[src/rtl/uart_tx_unpacker_if.sv]
// uart_tx_unpacker_if: producer-side load/status and TX-core handshake bundle.
// Rev 1.0
`default_nettype none

interface uart_tx_unpacker_if #(
  parameter int DATA_SIZE  = 8,
  parameter int WORD_COUNT = 4
);
  localparam int CW = $clog2(WORD_COUNT + 1);

  logic                            load;
  logic [DATA_SIZE*WORD_COUNT-1:0] load_data;
  logic [CW-1:0]                   load_count;
  logic                            abort;
  logic                            tx_done;
  logic                            tx_start;
  logic [DATA_SIZE-1:0]            tx_data;
  logic                            busy;
  logic [CW-1:0]                   remaining;
  logic                            done;

  modport slave (
    input  load, load_data, load_count, abort, tx_done,
    output tx_start, tx_data, busy, remaining, done
  );

  modport master (
    output load, load_data, load_count, abort, tx_done,
    input  tx_start, tx_data, busy, remaining, done
  );
endinterface

`default_nettype wire

[src/rtl/uart_tx_unpacker.sv]
// uart_tx_unpacker: drains a packed word to the UART TX core, top byte first.
// Rev 1.0
`default_nettype none

module uart_tx_unpacker #(
  parameter int DATA_SIZE  = 8,
  parameter int WORD_COUNT = 4
) (
  input  logic                clk,
  input  logic                reset,
  uart_tx_unpacker_if.slave   bus
);
  localparam int CW    = $clog2(WORD_COUNT + 1);
  localparam int WIDTH = DATA_SIZE * WORD_COUNT;
  localparam logic [CW-1:0] FULL_COUNT = CW'(WORD_COUNT);

  typedef enum logic [1:0] {
    IDLE = 2'd0,
    SEND = 2'd1,
    WAIT = 2'd2
  } state_t;

  state_t          state;
  state_t          state_next;
  logic [WIDTH-1:0] shift_buf;
  logic [CW-1:0]   rem_count;
  logic            done_pulse;
  logic [CW-1:0]   norm_count;
  logic            last_byte;
  logic            start_comb;
  logic            busy_comb;

  // Zero or oversize counts mean "send the whole word".
  assign norm_count = ((bus.load_count == '0) || (bus.load_count > FULL_COUNT))
                      ? FULL_COUNT : bus.load_count;
  assign last_byte  = (rem_count == CW'(1));

  always_ff @(posedge clk) begin
    if (reset) begin
      state      <= IDLE;
      shift_buf  <= '0;
      rem_count  <= '0;
      done_pulse <= 1'b0;
    end else begin
      state      <= state_next;
      done_pulse <= 1'b0;
      if (bus.abort) begin
        rem_count <= '0;
      end else begin
        case (state)
          IDLE: begin
            if (bus.load) begin
              shift_buf <= bus.load_data;
              rem_count <= norm_count;
            end
          end
          WAIT: begin
            if (bus.tx_done) begin
              // The final byte is left in place so tx_data holds it in IDLE.
              if (!last_byte) begin
                shift_buf <= shift_buf << DATA_SIZE;
              end
              rem_count  <= rem_count - CW'(1);
              done_pulse <= last_byte;
            end
          end
          default: ;
        endcase
      end
    end
  end

  always_comb begin
    state_next = state;
    start_comb = 1'b0;
    busy_comb  = (state != IDLE);
    case (state)
      IDLE: begin
        if (bus.load) begin
          state_next = SEND;
        end
      end
      SEND: begin
        start_comb = 1'b1;
        state_next = WAIT;
      end
      WAIT: begin
        if (bus.tx_done) begin
          state_next = last_byte ? IDLE : SEND;
        end
      end
      default: state_next = IDLE;
    endcase
    if (bus.abort) begin
      state_next = IDLE;
      start_comb = 1'b0;
    end
  end

  assign bus.tx_start  = start_comb;
  assign bus.tx_data   = shift_buf[WIDTH-1 -: DATA_SIZE];
  assign bus.busy      = busy_comb;
  assign bus.remaining = rem_count;
  assign bus.done      = done_pulse;
endmodule

`default_nettype wire

[src/flat_wrapper.sv]
// flat-port wrapper written by rule: the top's interface ports become plain ports
module uart_tx_unpacker_flat 
#(
  parameter int DATA_SIZE  = 8,
  parameter int WORD_COUNT = 4
)
  (clk, reset, bus_load, bus_load_data, bus_load_count, bus_abort, bus_tx_done, bus_tx_start, bus_tx_data, bus_busy, bus_remaining, bus_done);
  uart_tx_unpacker_if #(.DATA_SIZE(DATA_SIZE), .WORD_COUNT(WORD_COUNT)) bus_i ();
  input  logic clk;
  input  logic reset;
  input wire logic [$bits(bus_i.load)-1:0] bus_load;
  input wire logic [$bits(bus_i.load_data)-1:0] bus_load_data;
  input wire logic [$bits(bus_i.load_count)-1:0] bus_load_count;
  input wire logic [$bits(bus_i.abort)-1:0] bus_abort;
  input wire logic [$bits(bus_i.tx_done)-1:0] bus_tx_done;
  output wire logic [$bits(bus_i.tx_start)-1:0] bus_tx_start;
  output wire logic [$bits(bus_i.tx_data)-1:0] bus_tx_data;
  output wire logic [$bits(bus_i.busy)-1:0] bus_busy;
  output wire logic [$bits(bus_i.remaining)-1:0] bus_remaining;
  output wire logic [$bits(bus_i.done)-1:0] bus_done;
  assign bus_i.load = bus_load;
  assign bus_i.load_data = bus_load_data;
  assign bus_i.load_count = bus_load_count;
  assign bus_i.abort = bus_abort;
  assign bus_i.tx_done = bus_tx_done;
  assign bus_tx_start = bus_i.tx_start;
  assign bus_tx_data = bus_i.tx_data;
  assign bus_busy = bus_i.busy;
  assign bus_remaining = bus_i.remaining;
  assign bus_done = bus_i.done;
  uart_tx_unpacker #(.DATA_SIZE(DATA_SIZE), .WORD_COUNT(WORD_COUNT)) u_core (.clk(clk), .reset(reset), .bus(bus_i));
endmodule
[config.mk]
export PLATFORM = sky130hd
export DESIGN_NAME = uart_tx_unpacker_flat
export DESIGN_NICKNAME = d
export VERILOG_FILES = /design/src/rtl/uart_tx_unpacker_if.sv /design/src/rtl/uart_tx_unpacker.sv /design/src/flat_wrapper.sv
export SDC_FILE = /design/constraint.sdc
export NUM_CORES = 1
export LEC_CHECK = 0
export ABC_AREA = 1
export CORE_MARGIN = 1.5
export CORE_UTILIZATION = 50
export CTS_CLUSTER_SIZE = 14
export DETAILED_ROUTE_END_ITERATION = 16
export GPL_TIMING_DRIVEN = 0
export PLACE_DENSITY = 0.82
export SLEW_MARGIN = 5
export SYNTH_ARGS = -nofsm -noshare
export SYNTH_HDL_FRONTEND = slang
export SYNTH_SLANG_ARGS = --single-unit
export TNS_END_PERCENT = 10
[constraint.sdc]
create_clock -name clk -period 3 [get_ports clk]
set_clock_uncertainty 0.1 [all_clocks]
set_input_delay 0.45 -clock clk [delete_from_list [all_inputs] [get_ports clk]]
set_output_delay 0.45 -clock clk [all_outputs]
set_load 0.02 [all_outputs]
==> flow_summary.yaml <==
global_route:
  grt_pass1_wl_mm: 8.00
  grt_max_degree: 13
  antenna_found_initial: 0
  overflow: 0
  grt_pass1_vias: 1837
  grt_usage: 0.232
yosys:
  yosysTopAreaCellShare: 0.365
  ys.warnings.count: 0
  syn_nets: 382
  yosysSeqAreaShare: 0.365
  yosysUniqueCellTypes: 23
  synth_area_per_cell_um2: 6.14
  synth_common_cells: "nand2_1, nor2_1, inv_1"
  yosysMostFrequentCell: "nand2_1"
  synth-seq-cells: 38
  async_flop_share: 0
  netlist_area_mm2: 0.00208
  synthCells: 339
  synth_enable_flop_cells: 0
  synth_area_leaders: "dfxtp_1, nand2_1, nor2_1, inv_1, o21ai_0"
  ys.flop_type: "dfxtp_1"
  yosys.area.top_type: "dfxtp_1"
cells_and_area:
  post-route-util: 0.704
  fin_nets: 442
  layout.cells.non_filler: 450
  n_antenna_cell: 0
  final_cell_area_mm2: 0.00282
  area_delta_synth_final_pct: 35.3
  drive_gt1_frac: 0.0825
sta:
  fin_ws_ns: 0.799
  slew_headroom: 0.658
  hold_viol_final: 0
  period_minus_slack_ns: 2.20
  fmax_ghz: 0.454
  drv_slew: 0
  rsz0062_at_grt: "false"
  fin_hold_ws_ns: 0.387
  fin_crit_sh: 0.734
  tightestPinTransition_ns: 0.514
  fin_setup_tns_ns: 0
  setup_viol_count_final: 0
run_status:
  status: "completed"
pwr:
  ir_worst_vdd_v: 0.000316
  powerDensity_mw_per_mm2: 476
  leakage_nw: 1.45
  total_power_mw: 1.34
place:
  place_area_mm2: 0.00268
  io_buffers: 53
  dp.cells: 442
  gp_congestion: 0.857
  dpl_worst_slack_ns: 0.810
  dp_hpwl_mm: 3.41
floorplan:
  die_w_um: 67.5
  rows: 23
  die_h_um: 67.5
  dieArea_mm2: 0.00456
  start_util: 0.520
  core-area_mm2: 0.00400
  io_pins: 54
clocking:
  post_cts_buffers: 0
  cts.sinks: 38
  cts-root-buf: "clkbuf_8"
  cts.htree.levels: 2
  clockBufferDepth: 2
  hold_buffers: 0
  clk_latency_ns: 0.29
  clk_pin_slew_ns: 0.07
  numCtsBuffers: 5
  ctsResizeCount: 0
  cts_tree: "yes"
critical_path:
  cp.required_ns: 2.45
  endpoint: "bus_tx_start"
  crit_path_end_kind: "primary output"
  crit_arrival_ns: 1.65
  crit_fanout: 3
  ff2ff_path_depth: 9
  r2r_end: "u_core.shift_buf[12]"
  crit_path_start_kind: "primary input"
  r2r_start: "u_core.bus.remaining[0]"
  setup.worst_path.start: "bus_abort"
  rrSetupSlack_ns: 1.30
  crit_type: "in -> out"
drt:
  firstDrtPassIters: 4
  wl_per_cell_um: 10.7
  drtAntennaViolNets: 0
  vias: 2095
  drc: 0
  wirelength_mm: 4.79
  avgViaCountPerCell: 4.66
  drt_iter0_drc: 126
min_path:
  hp-class: "reg -> reg"
run:
  maxCapViolations: 0
[power by group]
group | total (mW) | internal [mW] | switching (mW)
clock network | 0.538 | 0.355 | 0.183
registers | 0.550 | 0.538 | 0.0114
logic | 0.254 | 0.127 | 0.127
total | 1.34 | 1.02 | 0.321
[layout make-up]
type / count / area, µm²
sequential: 38 / 761
clock inverter: 2 / 60.1
buffer: 24 / 161
inverter: 55 / 206
multi-input combinational: 222 / 953
fill: 348 / 1180
clock buffer: 6 / 82.6
timing repair buffer: 53 / 531
tap: 50 / 62.6
[kinds of logic (layout without fill, tap and decap cells)]
| kind of cell | count (synthesis) | in the layout | synth area share |
|---|---|---|---|
| and+or+nand+nor | 189 | 189 | 0.368 |
| buffers and inverters | 79 | 140 | 0.177 |
| DFF | 38 | 38 | 0.365 |
| AOI/OAI and AO/OA | 30 | 30 | 0.0721 |
| adders and majority gates | 3 | 3 | 0.0180 |
[layout by cell type (no fill, tap or decap)]
cell type / count
a21oi_1: 4
buf_1: 1
buf_2: 6
buf_4: 9
buf_6: 4
bufinv_16: 2
clkbuf_1: 4
clkbuf_8: 6
clkdlybuf4s50_1: 53
clkinv_1: 1
dfxtp_1: 38
ha_1: 3
inv_1: 53
inv_2: 1
nand2_1: 108
nand2_2: 1
nand2_4: 1
nand3_1: 5
nand3_2: 1
nand4_1: 8
nor2_1: 60
nor2_4: 1
nor3_1: 3
o21ai_0: 25
o21ai_1: 1
or2_2: 1
[critical path, stage by stage]
cell	delay, ns
clkdlybuf4s50_1	0.45
nor2_1	0.14
clkdlybuf4s50_1	0.61
[state kept, by name, indices dropped and copies added (netlist names)]
signal / flops
u_core.shift_buf: 32
u_core.bus.remaining: 3
u_core.state: 2
u_core.bus.done: 1
[per-layer routing]
metal	up-vias	global-route usage	routed length (µm)
li1	1120	-	-
met1	908	0.284	2050
met2	63	0.397	2370
met3	4	0.0533	333
met4	0	0.0816	44
met5	-	0	0
[worst min-delay path by stage]
stage,slack (ns),cells past startpoint,startpoint,to
finish,0.39,2,u_core.bus.remaining[1],u_core.bus.remaining[1]
global route,0.42,2,u_core.bus.remaining[1],u_core.bus.remaining[1]
CTS,0.39,2,u_core.bus.remaining[1],u_core.bus.remaining[1]
detailed placement,0.38,2,u_core.bus.remaining[1],u_core.bus.remaining[1]
global placement,0.38,2,u_core.bus.remaining[1],u_core.bus.remaining[1]
floorplan,0.39,4,u_core.shift_buf[0],u_core.shift_buf[0]
(Power assumes the default switching activity.)
